File: src/rtl/toggle_event_receiver_pkg.sv
// ============================================================================
// toggle_event_receiver_pkg : shared receiver FSM states and sync-depth limits
// Revision: 1.0
// ============================================================================
`default_nettype none

package toggle_event_receiver_pkg;

   typedef enum logic {
      ARM = 1'b0,
      RUN = 1'b1
   } rx_state_e;

   localparam int unsigned SYNC_STAGES_MIN = 2;
   localparam int unsigned SYNC_STAGES_MAX = 4;

   // Wide enough to count up to SYNC_STAGES_MAX while arming
   localparam int unsigned ARM_CNT_W = $clog2(SYNC_STAGES_MAX + 1);

endpackage

`default_nettype wire

File: src/rtl/toggle_event_receiver_toggle_sync.sv
// ============================================================================
// toggle_sync : multi-flop synchronizer for a toggle line plus edge detector
// Revision: 1.0
// ============================================================================
`default_nettype none

module toggle_sync #(
   parameter int unsigned SYNC_STAGES = 2
) (
   input  logic clk,
   input  logic reset,
   input  logic tog_i,
   input  logic detect_en_i,
   output logic edge_o
);

   logic [SYNC_STAGES-1:0] sync_q;
   logic                   prev_q;

   always_ff @(posedge clk) begin
      if (!reset) begin
         sync_q <= '0;
         prev_q <= 1'b0;
      end else begin
         sync_q <= {sync_q[SYNC_STAGES-2:0], tog_i};
         prev_q <= sync_q[SYNC_STAGES-1];
      end
   end

   // prev tracks the synchronized level even while detection is disabled
   assign edge_o = detect_en_i & (sync_q[SYNC_STAGES-1] != prev_q);

endmodule

`default_nettype wire

File: src/rtl/toggle_event_receiver.sv
// ============================================================================
// toggle_event_receiver : toggle-link event decoder with pending-count handshake
// Revision: 1.0
// ============================================================================
`default_nettype none

module toggle_event_receiver
   import toggle_event_receiver_pkg::*;
#(
   parameter int unsigned SYNC_STAGES = 2,
   parameter int unsigned PEND_W      = 4,
   parameter int unsigned CNT_W       = 16
) (
   input  logic              clk,
   input  logic              reset,
   input  logic              tog_in,
   output logic              evt_pulse,
   output logic              evt_valid,
   input  logic              evt_ready,
   output logic [PEND_W-1:0] pending,
   output logic [CNT_W-1:0]  total,
   output logic              overflow,
   input  logic              clr_ovf
);

   localparam logic [PEND_W-1:0]    PEND_MAX  = '1;
   localparam logic [ARM_CNT_W-1:0] ARM_LAST  = ARM_CNT_W'(SYNC_STAGES);

   rx_state_e            state_q;
   logic [ARM_CNT_W-1:0] arm_cnt_q;
   logic                 pulse_q;
   logic [PEND_W-1:0]    pending_q, pending_d;
   logic [CNT_W-1:0]     total_q, total_d;
   logic                 overflow_q, overflow_d;

   logic evt_edge;
   logic take;
   logic ovf_set;

   toggle_sync #(
      .SYNC_STAGES (SYNC_STAGES)
   ) u_sync (
      .clk         (clk),
      .reset       (reset),
      .tog_i       (tog_in),
      .detect_en_i (state_q == RUN),
      .edge_o      (evt_edge)
   );

   assign evt_valid = (pending_q != '0);
   assign take      = evt_valid & evt_ready;
   // Simultaneous edge and take cancel out, so only a lone edge at max drops
   assign ovf_set   = evt_edge & ~take & (pending_q == PEND_MAX);

   always_comb begin
      pending_d  = pending_q;
      total_d    = total_q;
      overflow_d = ovf_set | (overflow_q & ~clr_ovf);
      if (evt_edge) begin
         total_d = total_q + 1'b1;
      end
      case ({evt_edge, take})
         2'b10: begin
            if (pending_q != PEND_MAX) begin
               pending_d = pending_q + 1'b1;
            end
         end
         2'b01:   pending_d = pending_q - 1'b1;
         default: pending_d = pending_q;
      endcase
   end

   always_ff @(posedge clk) begin
      if (!reset) begin
         state_q    <= ARM;
         arm_cnt_q  <= '0;
         pulse_q    <= 1'b0;
         pending_q  <= '0;
         total_q    <= '0;
         overflow_q <= 1'b0;
      end else begin
         pulse_q    <= evt_edge;
         pending_q  <= pending_d;
         total_q    <= total_d;
         overflow_q <= overflow_d;
         case (state_q)
            ARM: begin
               // Hold off detection until the chain and prev reflect tog_in
               arm_cnt_q <= arm_cnt_q + 1'b1;
               if (arm_cnt_q == ARM_LAST) begin
                  state_q <= RUN;
               end
            end
            RUN:     state_q <= RUN;
            default: state_q <= ARM;
         endcase
      end
   end

   assign evt_pulse = pulse_q;
   assign pending   = pending_q;
   assign total     = total_q;
   assign overflow  = overflow_q;

endmodule

`default_nettype wire

File: config.mk
export PLATFORM = sky130hd
export DESIGN_NAME = toggle_event_receiver
export DESIGN_NICKNAME = d
export VERILOG_FILES = /design/src/rtl/toggle_event_receiver_pkg.sv /design/src/rtl/toggle_event_receiver_toggle_sync.sv /design/src/rtl/toggle_event_receiver.sv
export SDC_FILE = /design/constraint.sdc
export NUM_CORES = 1
export LEC_CHECK = 0
export CAP_MARGIN = 20
export CORE_ASPECT_RATIO = 0.7
export CORE_MARGIN = 1.5
export CORE_UTILIZATION = 54
export CTS_CLUSTER_DIAMETER = 200
export CTS_CLUSTER_SIZE = 10
export DETAILED_ROUTE_END_ITERATION = 10
export GPL_TIMING_DRIVEN = 0
export PLACE_DENSITY = 0.93
export SYNTH_ARGS = -nofsm -noshare
export SYNTH_HDL_FRONTEND = slang
export SYNTH_SLANG_ARGS = --single-unit
File: constraint.sdc
create_clock -name clk -period 3.95 [get_ports clk]
set_input_delay 0.79 -clock clk [delete_from_list [all_inputs] [get_ports clk]]
set_output_delay 0.79 -clock clk [all_outputs]
set_load 0.01 [all_outputs]
**Yosys cells after proc, flatten, opt, wreduce, memory -nomap -nowiden**

Index checks and enable logic that the tools add are counted.

- Mux-type cells: 4
- Bitwise gates (word level): 9
- Reductions and logical operators: 3
- $add $sub $neg: 4
- Equal/unequal tests: 7

Operators with widths:

| kind | number |
|---|---|
| $add 16x1->16 const B | 1 |
| $pmux 4 s2 | 1 |
| $and 1x1->1 | 5 |
| $add 4x1->4 const B | 1 |
| $eq 4x4->1 const B | 1 |
| $mux 4 | 1 |
| $ne 4x4->1 const B | 1 |
| $reduce_bool 4->1 | 1 |
| $sub 4x1->4 const B | 1 |
| $add 3x1->3 const B | 1 |
| $eq 3x2->1 const B | 1 |
| $not 1->1 | 3 |
| $eq 2x1->1 const B | 1 |
| $eq 2x2->1 const B | 1 |
| $ne 2x2->1 const B | 1 |
| $pmux 1 s2 | 1 |
| $reduce_and 2->1 | 1 |
| $reduce_bool 2->1 | 1 |
| $mux 1 | 1 |
| $ne 1x1->1 | 1 |
| $or 1x1->1 | 1 |

- Bits of input ports: 5
- Register bits after elaboration: 29
- Word-level logic and storage cells: 35
- Output and inout port bits: 23

**Logic depth before layout (Yosys ltp)**

Gate-level depths: netlist (run 1).

- Word-level depth: 6
- Depth in mapped cells: 8
- Gate-level depth less buffers: 7

**By module**

A second synthesis (run 1) with hierarchy kept.

- Cells, all modules: 151
- Area, all modules: 1392.6 µm²

Modules (own cells, without submodules):

| module | area each (µm²) | instances | cells each | seq. area each (µm²) |
|---|---|---|---|---|
| toggle_event_receiver | 1297.5 | 1 | 143 | 520.5 |
| toggle_sync | 95.1 | 1 | 8 | 60.1 |

**Least setup slack after synthesis (run 1)**

No wires, ideal clock.

- Path type: input -> register
- Start: in evt_ready
- End: reg pending_q[3] (netlist: pending[3])
- Library setup time: 72 ps
- Data arrival time: 2113 ps
- Stages: 7
- Slack: 1766 ps
- Cell sequence: o41ai_2 a21oi_2 ha_1 a21o_1 a21oi_1 mux2i_1 mux2i_1

- Word-level cells in the longest chain between the ends: 4

Ends and longest elaborated chain:

| what | line | RTL |
|---|---|---|
| from (decl) | toggle_event_receiver.sv:19 | `input logic evt_ready,` |
| $and 1x1->1 (*) | toggle_event_receiver.sv:51 | `assign take = evt_valid & evt_ready;` |
| $eq 2x2->1 or $eq 2x1->1 (tied branches) | toggle_event_receiver.sv:62 | `case ({evt_edge, take})` |
| $ne 2x2->1 (no line) or $reduce_bool 2->1 (tied branches) | - |  |
| $reduce_and 2->1 (no line) | - |  |
| to (signal assigned) | toggle_event_receiver.sv:83 | `pending_q <= pending_d;` |
| to (decl) | toggle_event_receiver.sv:32 | `logic [PEND_W-1:0] pending_q, pending_d;` |

Mark *: on every way between the ends. The rest lies on a longest branch, timed or not.
A chain may end at the register's enable or synchronous reset.

**Worst setup path in the final report (run 1)**

- Start: reg pending_q[3] (netlist: pending[3])
- End: out evt_valid

- Word-level cells in the longest chain between the ends: 1

Ends and longest elaborated chain:

| what | line | RTL |
|---|---|---|
| $reduce_bool 4->1 | toggle_event_receiver.sv:50 | `assign evt_valid = (pending_q != '0);` |
| to (decl) | toggle_event_receiver.sv:18 | `output logic evt_valid,` |

Every way passes these cells.

==> run summary, run 1 <==
post-synthesis sequential area ratio -> 42.14%
Routed WL -> 2947 um
# port buffers -> 27
num rows -> 15
Hold WC Path Type -> reg -> reg
clock group share of total power -> 23.6%
Worst Setup EP -> evt_valid
setup TNS -> 0 ps
Post-Syn Area per Cell -> 9.371 um^2
Seq pwr share -> 47.7%
internal reg-to-reg setup slack -> 1790 ps
die width -> 63.37 um
ys flop type -> dfxtp_1
Synthesized Nets -> 158
Max Freq -> 399.1 MHz
multi-input logic area -> 743.2 um^2
Root Buffer -> clkbuf_4
total iterations of the first detailed-routing run -> 4
drc violations -> 0
WL/cell -> 13.64 um
skew final -> 11.66 ps
RSZ-0062 raised after global routing -> no
First DRT Iteration DRCs -> 92
maximum root-to-sink buffer count -> 2
Hold Fails Final Rpt -> 0
Tot Pwr -> 743.8 uW
WP data arrival -> 1720 ps
asr flop ratio synth -> 0%
hold path cells -> 1
mapped cell area -> 0.001378 mm^2
DIE HEIGHT -> 45.26 um
cell taking the most area after synthesis -> dfxtp_1
area grow syn2layout -> 26.43%
hold-fix buffer count after cts -> 0
crit path launch type -> register
Synth top cells by count -> dfxtp_1 (29), a21oi_1 (15), nor2_1 (11), xor2_1 (9)
total CTS buffers -> 5
vias in the first global route -> 1165
Hold Slack -> 463.8 ps
crit path from -> pending[3]
Worst Max-Slew Pin Slew -> 440.8 ps
Clk pin slew, worst setup/hold paths -> 100 ps
status -> finished, final reports clean
reg-to-reg endpoint -> pending[3]
cell area power density -> 427.1 mW/mm^2
Max IR drop VDD -> 0.0003076 V
period utilisation layout -> 63.43%
Net Switching -> 245.7 uW
Gate power share -> 28.7%
CTS resizes -> 0
Via density -> 5.644
Crit Path Max Fanout -> 6
Layout Nets -> 192
antenna violations before repair -> 0
dpl hpwl -> 2195 um
gpl congestion -> 0.8239
Net Sw Frac -> 33.04%
fill count -> 190
I/O Pins -> 28
GRT Total Usage -> 23.54%
total of max-cap violations -> 0
antenna cell count -> 0
global route overflow -> 0
count leader, synth -> dfxtp_1
layout cells sized above 1 -> 9.341%
Setup CP Type -> reg -> out
Synth Register Bits -> 29
later-pin clock latency in the skew report -> 330 ps
DR vias -> 1219
Worst R2R Path Depth -> 8
placed cell count -> 208
area share of the largest cell type after synthesis -> 42.14%
Slew Viols, Final -> 0
Initial Util -> 56.46%
ANT nets after route -> 0
Internal -> 498.0 uW
distinct cell type count of the synthesized netlist -> 34
largest net degree at the start of global routing -> 11
setup repair bufs after CTS -> 0
Die Area -> 0.002868 mm^2
clock sink count -> 29
Core ar. -> 0.002440 mm^2
number of flops mapped to enable cells by yosys -> 0
reg2reg start -> u_sync.prev_q
Final min period -> 2505 ps
final setup violation count -> 0
CP endpoint kind -> output pin
Synth area leaders -> dfxtp_1 (42%), xor2_1 (5.7%), a21oi_1 (5.4%), ha_1 (4.5%), or4_1 (3.8%)
Ys Warns -> 0
Worst EP required -> 3160 ps
Mapped Cells -> 147
filler-free cell count of the finished design -> 216
H-tree Lvls -> 2
TritonCTS clock tree -> built
Leak -> 0.0006461 uW
Rel. slew slack -> 70.61%
first-pass GRT wire length -> 5071 um
Reg area -> 580.6 um^2
## worst min path at each step
stage	from	endpoint	slack [ps]
after floorplan	u_sync.sync_q[0]	u_sync.sync_q[1]	410
after global placement	u_sync.sync_q[0]	u_sync.sync_q[1]	420
after detailed placement	u_sync.sync_q[0]	u_sync.sync_q[1]	450
after CTS	u_sync.sync_q[0]	u_sync.sync_q[1]	470
after global routing	u_sync.sync_q[0]	u_sync.sync_q[1]	480
final	u_sync.sync_q[0]	u_sync.sync_q[1]	460
## power groups by stage
stage	sequential, uW	clock, uW	combinational [uW]
finish	354	176	214
global route	361	192	238
CTS	354	177	216
detailed placement	361	0	215
global placement	358	0	201
floorplan	360	0	133
## stage by stage
step | setup slack (ps) | instance area [um^2] | util [%]
6_report | 1445 | 1742 | 71.38
5_1_grt | 1360 | 1742 | 71.38
4_1_cts | 1424 | 1742 | 71.38
3_5_place_dp | 1126 | 1690 | 69.28
3_3_place_gp | 1171 | 1690 | 69.28
2_1_floorplan | 1766 | 1378 | -
## routing by layer
| metal | routed length (um) | up-vias | global-route usage, % | part of all wire [%] |
|---|---|---|---|---|
| met4 | 52 | 0 | 9.565 | 1.8 |
| met1 | 1341 | 587 | 27.39 | 46 |
| li1 | - | 600 | - | - |
| met2 | 1434 | 25 | 39.79 | 49 |
| met3 | 120 | 7 | 9.476 | 4.1 |
| met5 | 0 | - | 0 | 0 |
## final cells by class
| cell class | instances | area share [%] |
|---|---|---|
| clock buffer | 6 | 2.371 |
| buffer | 5 | 1.580 |
| clock inverter | 2 | 0.5747 |
| inverter | 7 | 1.509 |
| tap | 34 | 2.443 |
| multi-input combinational | 106 | 42.67 |
| timing repair buffer | 27 | 15.52 |
| sequential | 29 | 33.33 |
## flip-flops by register name, summed over array words and instances, names as in the netlist
name / count
total: 16
pending: 4
evt_pulse: 1
u_sync.prev_q: 1
state_q: 1
overflow: 1
u_sync.sync_q: 2
arm_cnt_q: 3
## cells by family after synthesis
family                   count (synthesis)  share of synthesized area, %
XOR/XNOR                                11                         6.994
adder cells (fa/ha/maj)                  6                         5.995
AND/OR/NAND/NOR                         57                         25.89
flip-flops                              29                         42.14
multiplexers                             2                         1.453
buffers and inverters                   12                         3.905
AO/OA/AOI/OAI                           30                         13.62
## layout by cell type, fill, tap and decap left out, types with 5 or more instances in the layout
master / instances
o31ai_1: 6
nor2_1: 11
or4_1: 7
clkbuf_4: 5
clkdlybuf4s50_1: 27
xor2_1: 9
a21oi_1: 15
dfxtp_1: 29
nand3_1: 5
inv_1: 7
nand4_1: 6
ha_1: 5
nand2_1: 6
## critical path: stages (launching register included)
cell and delay, ps:
dfxtp_1 370, or4_1 520, clkdlybuf4s50_1 490
Note: power is estimated with default switching activity, not from simulation.
==> run 2, diff against run 1 <==
--- a/config.mk
+++ b/config.mk
@@ -8,12 +8,12 @@
 export CAP_MARGIN = 20
 export CORE_ASPECT_RATIO = 0.7
 export CORE_MARGIN = 1.5
-export CORE_UTILIZATION = 54
+export CORE_UTILIZATION = 50
 export CTS_CLUSTER_DIAMETER = 200
 export CTS_CLUSTER_SIZE = 10
 export DETAILED_ROUTE_END_ITERATION = 10
 export GPL_TIMING_DRIVEN = 0
-export PLACE_DENSITY = 0.93
+export PLACE_DENSITY = 0.88
 export SYNTH_ARGS = -nofsm -noshare
 export SYNTH_HDL_FRONTEND = slang
 export SYNTH_SLANG_ARGS = --single-unit
==> constraint.sdc (replaced) <==
create_clock -name clk -period 2.45 [get_ports clk]
set_input_delay 0.49 -clock clk [delete_from_list [all_inputs] [get_ports clk]]
set_output_delay 0.49 -clock clk [all_outputs]
set_load 0.01 [all_outputs]
==> run 2 against run 1 <==
Against the previous run: critical path depth increased by 6; clock power increased by 110%; setup slack got worse by 1300 ps; routed wire length increased by 6.9%; first-iteration DRC count decreased by 25%; combinational power increased by 60%; via count increased by 1.3%; critical path type is now in -> reg; critical endpoint is now pending[3].
==> run summary, run 2 (synthesized netlist as in run 1, its figures left out) <==
Max Freq -> 440.8 MHz
# port buffers -> 27 (unchanged)
max reg flops -> 16 (unchanged)
largest net degree at the start of global routing -> 11 (unchanged)
skew final -> 6.883 ps (-4.777 ps)
CP max stage cell -> clkdlybuf4s50_1
CP endpoint kind -> register
Slew Viols, Final -> 0 (unchanged)
Crit path largest cell delay -> 480 ps (-40 ps)
status -> finished, final reports clean
global route overflow -> 0 (unchanged)
Final min period -> 2269 ps
Hold Fails Final Rpt -> 0 (unchanged)
final setup violation count -> 0 (unchanged)
fill count -> 207 (+8.9%)
Reg area -> 580.6 um^2 (unchanged)
total of max-cap violations -> 0 (unchanged)
Setup WS pre-CTS -> -84.42 ps (-1210 ps)
antenna cell count -> 0 (unchanged)
I/O Pins -> 28 (unchanged)
antenna violations before repair -> 0 (unchanged)
reg-to-reg endpoint -> pending[3]
Hold WC Path Type -> reg -> reg
setup repair bufs after CTS -> 0 (unchanged)
finished layout cell area -> 0.001770 mm^2 (+1.7%)
H-tree Lvls -> 2 (unchanged)
First DRT Iteration DRCs -> 69 (-25%)
placed cell count -> 208 (unchanged)
Rel. slew slack -> 66.51% (-4.1 points)
CTS resizes -> 0 (unchanged)
Layout Nets -> 192 (unchanged)
most frequent cells in the layout -> dfxtp_1 (29), clkdlybuf4s50_1 (27), a21oi_1 (15), nor2_1 (11), xor2_1 (9)
Setup CP Type -> in -> reg
Clk pin slew, worst setup/hold paths -> 60 ps (-40 ps)
WP data arrival -> 2480 ps (+760 ps)
RSZ-0062 raised after global routing -> no
Worst R2R Path Depth -> 8 (unchanged)
drc violations -> 0 (unchanged)
Post-Route Utilization -> 69.88% (-1.5 points)
Worst Setup EP -> pending[3]
die width -> 65.74 um (+3.7%)
GRT Total Usage -> 23.15% (-0.39 points)
Cell Area, Placed -> 0.001690 mm^2 (unchanged)
Via density -> 5.718 (+1.3%)
Initial Util -> 54.37% (-2.1 points)
DIE HEIGHT -> 46.92 um (+3.7%)
CP Cell Sequence -> clkdlybuf4s50_1 -> o41ai_2 -> a21oi_2 -> ha_1 -> a21o_1 -> a21oi_1 -> mux2i_1 -> mux2i_1
WL/cell -> 14.58 um (+6.9%)
clock sink count -> 29 (unchanged)
gpl congestion -> 0.7563 (-8.2%)
Die Area -> 0.003084 mm^2 (+7.5%)
TritonCTS clock tree -> built
later-pin clock latency in the skew report -> 290 ps (-40 ps)
internal reg-to-reg setup slack -> 270 ps (-1520 ps)
hold-fix buffer count after cts -> 0 (unchanged)
dpl hpwl -> 2205 um (+0.46%)
period utilisation layout -> 92.60%
ANT nets after route -> 0 (unchanged)
crit path launch type -> input pin
Routed WL -> 3150 um (+6.9%)
num rows -> 15 (unchanged)
total CTS buffers -> 5 (unchanged)
Max IR drop VDD -> 0.0004383 V (+42%)
fin worst setup slack -> 181.3 ps (-1263 ps)
maximum root-to-sink buffer count -> 2 (unchanged)
crit path from -> evt_ready
Worst Max-Slew Pin Slew -> 502.4 ps (+61.60 ps)
CP dominant cell by count -> mux2i_1
reg2reg start -> u_sync.prev_q
vias in the first global route -> 1135 (-2.6%)
Leak -> 0.0006536 uW (+1.2%)
Worst EP required -> 2660 ps (-500 ps)
total iterations of the first detailed-routing run -> 4 (unchanged)
Core ar. -> 0.002534 mm^2 (+3.8%)
DR vias -> 1235 (+1.3%)
multi-input logic area -> 743.2 um^2 (unchanged)
first-pass GRT wire length -> 5133 um (+1.2%)
Crit Path Max Fanout -> 10 (+4)
most common cell after layout, fill and taps aside -> dfxtp_1
Root Buffer -> clkbuf_8
layout cells sized above 1 -> 8.242% (-1.1 points)
filler-free cell count of the finished design -> 216 (unchanged)
cell area power density -> 728.4 mW/mm^2 (+71%)
area grow syn2layout -> 28.52%
run 2: layout make-up:
class / instances / share of cell area [%]
clock buffers: 8 / 4.523
inverters: 7 / 1.484
well taps: 34 / 2.403
multi-input cells: 106 / 41.98
plain buffers: 5 / 1.555
repair buffers: 27 / 15.26
flip-flops and latches: 29 / 32.79
run 2: how the worst min path moves through the flow:
stage                     startpoint               end  slack (ps)  cells after the start
floorplan           u_sync.sync_q[0]  u_sync.sync_q[1]         410                      1
global placement    u_sync.sync_q[0]  u_sync.sync_q[1]         420                      1
detailed placement  u_sync.sync_q[0]  u_sync.sync_q[1]         450                      1
CTS                 u_sync.sync_q[0]  u_sync.sync_q[1]         470                      1
global route        u_sync.sync_q[0]  u_sync.sync_q[1]         480                      1
finish              u_sync.sync_q[0]  u_sync.sync_q[1]         470                      1
run 2: routing by layer:
metal | vias up | part of all wire (%) | GRT usage (%)
li1 | 599 | - | -
met3 | 10 | 4.8 | 5.755
met4 | 0 | 2.7 | 15.00
met2 | 30 | 48 | 39.80
met5 | - | 0 | 0
met1 | 596 | 44 | 26.78
run 2: critical path: cells and delay by family:
family,cells,cell delay [ps]
muxes,2,420
adders and majority gates,1,320
AOI/OAI and AO/OA,4,770
buffers and inverters,1,480
run 2: metrics by stage:
| stage | hold slack [ps] | total power [uW] | setup TNS [ps] |
|---|---|---|---|
| 3_5_place_dp | 448.5 | 920.8 | -84.42 |
| 5_1_grt | 482.0 | 1361 | 0 |
| 4_1_cts | 470.4 | 1289 | 0 |
| 3_3_place_gp | 421.6 | 900.6 | -36.79 |
| 2_1_floorplan | 411.8 | 794.8 | 0 |
| 6_report | 470.6 | 1290 | 0 |
run 2: report_power, final:
part / internal (uW) / switching (uW)
combinational: 178 / 165
clock: 201 / 174
sequential: 517 / 54.5
total: 896 / 394
==> run 3, diff against run 2 <==
--- a/config.mk
+++ b/config.mk
@@ -8,12 +8,13 @@
 export CAP_MARGIN = 20
 export CORE_ASPECT_RATIO = 0.7
 export CORE_MARGIN = 1.5
-export CORE_UTILIZATION = 50
+export CORE_UTILIZATION = 60
 export CTS_CLUSTER_DIAMETER = 200
 export CTS_CLUSTER_SIZE = 10
 export DETAILED_ROUTE_END_ITERATION = 10
+export DONT_BUFFER_PORTS = 1
 export GPL_TIMING_DRIVEN = 0
-export PLACE_DENSITY = 0.88
+export PLACE_DENSITY = 0.86
 export SYNTH_ARGS = -nofsm -noshare
 export SYNTH_HDL_FRONTEND = slang
 export SYNTH_SLANG_ARGS = --single-unit
==> run 3 against run 2 <==
Against the previous run: critical path depth shrank 1; sequential power grew 3%; cell area shrank 17%; non-clock buffer count shrank 27; sequential share of layout area grew 6.6 points; critical path type is now reg -> reg; largest cell class unchanged; largest power group unchanged.
==> run summary, run 3 (synthesized netlist as in run 1, its figures left out) <==
First DRT Iteration DRCs -> 92 (+33%)
hold-fix buffer count after cts -> 0 (unchanged)
total of max-cap violations -> 0 (unchanged)
# port buffers -> 0 (-100%)
Routed WL -> 2827 um (-10%)
Root Buffer -> clkbuf_4
GRT Total Usage -> 26.23% (+3.1 points)
dpl hpwl -> 1982 um (-10%)
hold path cells -> 1 (unchanged)
Leak -> 0.0005515 uW (-16%)
Rel. slew slack -> 66.64% (+0.14 points)
TritonCTS clock tree -> built
WP data arrival -> 2450 ps (-30 ps)
Max IR drop VDD -> 0.0004555 V (+3.9%)
setup repair bufs after CTS -> 0 (unchanged)
DR vias -> 1141 (-7.6%)
Slew Viols, Final -> 0 (unchanged)
die width -> 60.27 um (-8.3%)
most frequent cells in the layout -> dfxtp_1 (29), a21oi_1 (15), nor2_1 (11), xor2_1 (9)
Hold Fails Final Rpt -> 0 (unchanged)
total CTS buffers -> 5 (unchanged)
internal reg-to-reg setup slack -> 260 ps (about the same)
reg2reg start -> pending[0]
fin worst setup slack -> 256.0 ps (+74.64 ps)
largest net degree at the start of global routing -> 11 (unchanged)
met3 wire length -> 183 um (+21%)
max reg flops -> 16 (unchanged)
status -> finished, final reports clean
total iterations of the first detailed-routing run -> 4 (unchanged)
Layout Nets -> 165 (-14%)
H-tree Lvls -> 2 (unchanged)
cell area power density -> 774.8 mW/mm^2 (+6.4%)
Final min period -> 2194 ps (-74.64 ps)
final setup violation count -> 0 (unchanged)
CP max stage cell -> o41ai_2
Setup CP Type -> reg -> reg
period utilisation layout -> 89.55% (-3.0 points)
Clk pin slew, worst setup/hold paths -> 90 ps (+30 ps)
layout cells sized above 1 -> 10.39% (+2.1 points)
area grow syn2layout -> 6.903%
Crit Path Max Fanout -> 10 (unchanged)
DIE HEIGHT -> 43.09 um (-8.2%)
M1 WL -> 1246 um (-10%)
maximum root-to-sink buffer count -> 2 (unchanged)
crit path launch type -> register
gpl congestion -> 0.7867 (+4.0%)
WL/cell -> 15.20 um (+4.2%)
Core ar. -> 0.002155 mm^2 (-15%)
top layer in use -> met4
Die Area -> 0.002597 mm^2 (-16%)
antenna cell count -> 0 (unchanged)
CP endpoint kind -> register
Hold WC Path Type -> in -> reg
global route overflow -> 0 (unchanged)
met2 wire length -> 1326 um (-13%)
skew final -> 9.841 ps (+2.958 ps)
CP Cell Sequence -> o41ai_2 -> a21oi_2 -> ha_1 -> a21o_1 -> a21oi_1 -> mux2i_1 -> mux2i_1
num rows -> 14 (-1)
Setup WS pre-CTS -> 284.9 ps (+369.3 ps)
clock sink count -> 29 (unchanged)
vias in the first global route -> 1159 (+2.1%)
Via density -> 6.134 (+7.3%)
filler-free cell count of the finished design -> 186 (-14%)
reg-to-reg endpoint -> pending[3]
first-pass GRT wire length -> 4912 um (-4.3%)
Worst Max-Slew Pin Slew -> 500.3 ps (-2.039 ps)
I/O Pins -> 28 (unchanged)
Max Freq -> 455.8 MHz (+3.4%)
RSZ-0062 raised after global routing -> no
Tot Pwr -> 1141 uW (-12%)
ANT nets after route -> 0 (unchanged)
Initial Util -> 63.94% (+9.6 points)
Crit path largest cell delay -> 450 ps (-30 ps)
most common cell after layout, fill and taps aside -> dfxtp_1
placed cell count -> 179 (-14%)
CP dominant cell by count -> mux2i_1
Worst EP required -> 2700 ps (+40 ps)
Hold EP -> u_sync.sync_q[0]
Hold Slack -> 287.3 ps (-183.3 ps)
setup TNS -> 0 ps (unchanged)
CTS resizes -> 0 (unchanged)
drc violations -> 0 (unchanged)
buffers plus inverters on the worst setup path -> 0 (-1)
Crit path max-delay family -> compound AO/OA/AOI/OAI gates
hold_sp -> tog_in
later-pin clock latency in the skew report -> 330 ps (+40 ps)
antenna violations before repair -> 0 (unchanged)
Worst R2R Path Depth -> 7 (-1)
[run 3: changes by cell type in the layout (fill, tap and decap cells not counted), sizes merged]
cell,before,now
clkdlybuf4s50,27,0
clkbuf,10,9
[run 3: layer usage]
metal  vias up  track usage (%)
li1        542                -
met1       545            30.17
met2        43            41.30
met3        11            11.89
met4         0            12.00
met5         -                0
[run 3: layout make-up]
cell class	count	area, um^2
flip-flops and latches	29	580.6
fillers	189	681.9
inverters	7	26.28
clock buffers	7	55.05
plain buffers	5	27.53
well taps	32	40.04
multi-input cells	106	743.2
[run 3: report_power, final]
group	internal (uW)	switching (uW)	leakage [uW]
combinational	115	145	0.000285
sequential	516	71.0	0.000235
clock	135	159	0.0000314
total	766	375	0.000552
[run 3: how the worst max path moves through the flow]
stage                              from         end  cells after the start  slack (ps)
after floorplan              pending[3]  pending[3]                      7         480
after global placement    u_sync.prev_q  pending[3]                      8         340
after detailed placement     pending[3]  pending[3]                      7         280
after CTS                    pending[3]  pending[3]                      7         260
after global routing         pending[0]  pending[3]                      7          20
final                        pending[0]  pending[3]                      7         260
[run 3: per-stage QoR]
step	utilization [%]	cell area (um^2)
after global placement	65.80	1418
after global routing	68.35	1473
after floorplan	-	1378
after CTS	68.35	1473
after detailed placement	65.80	1418
final	68.35	1473
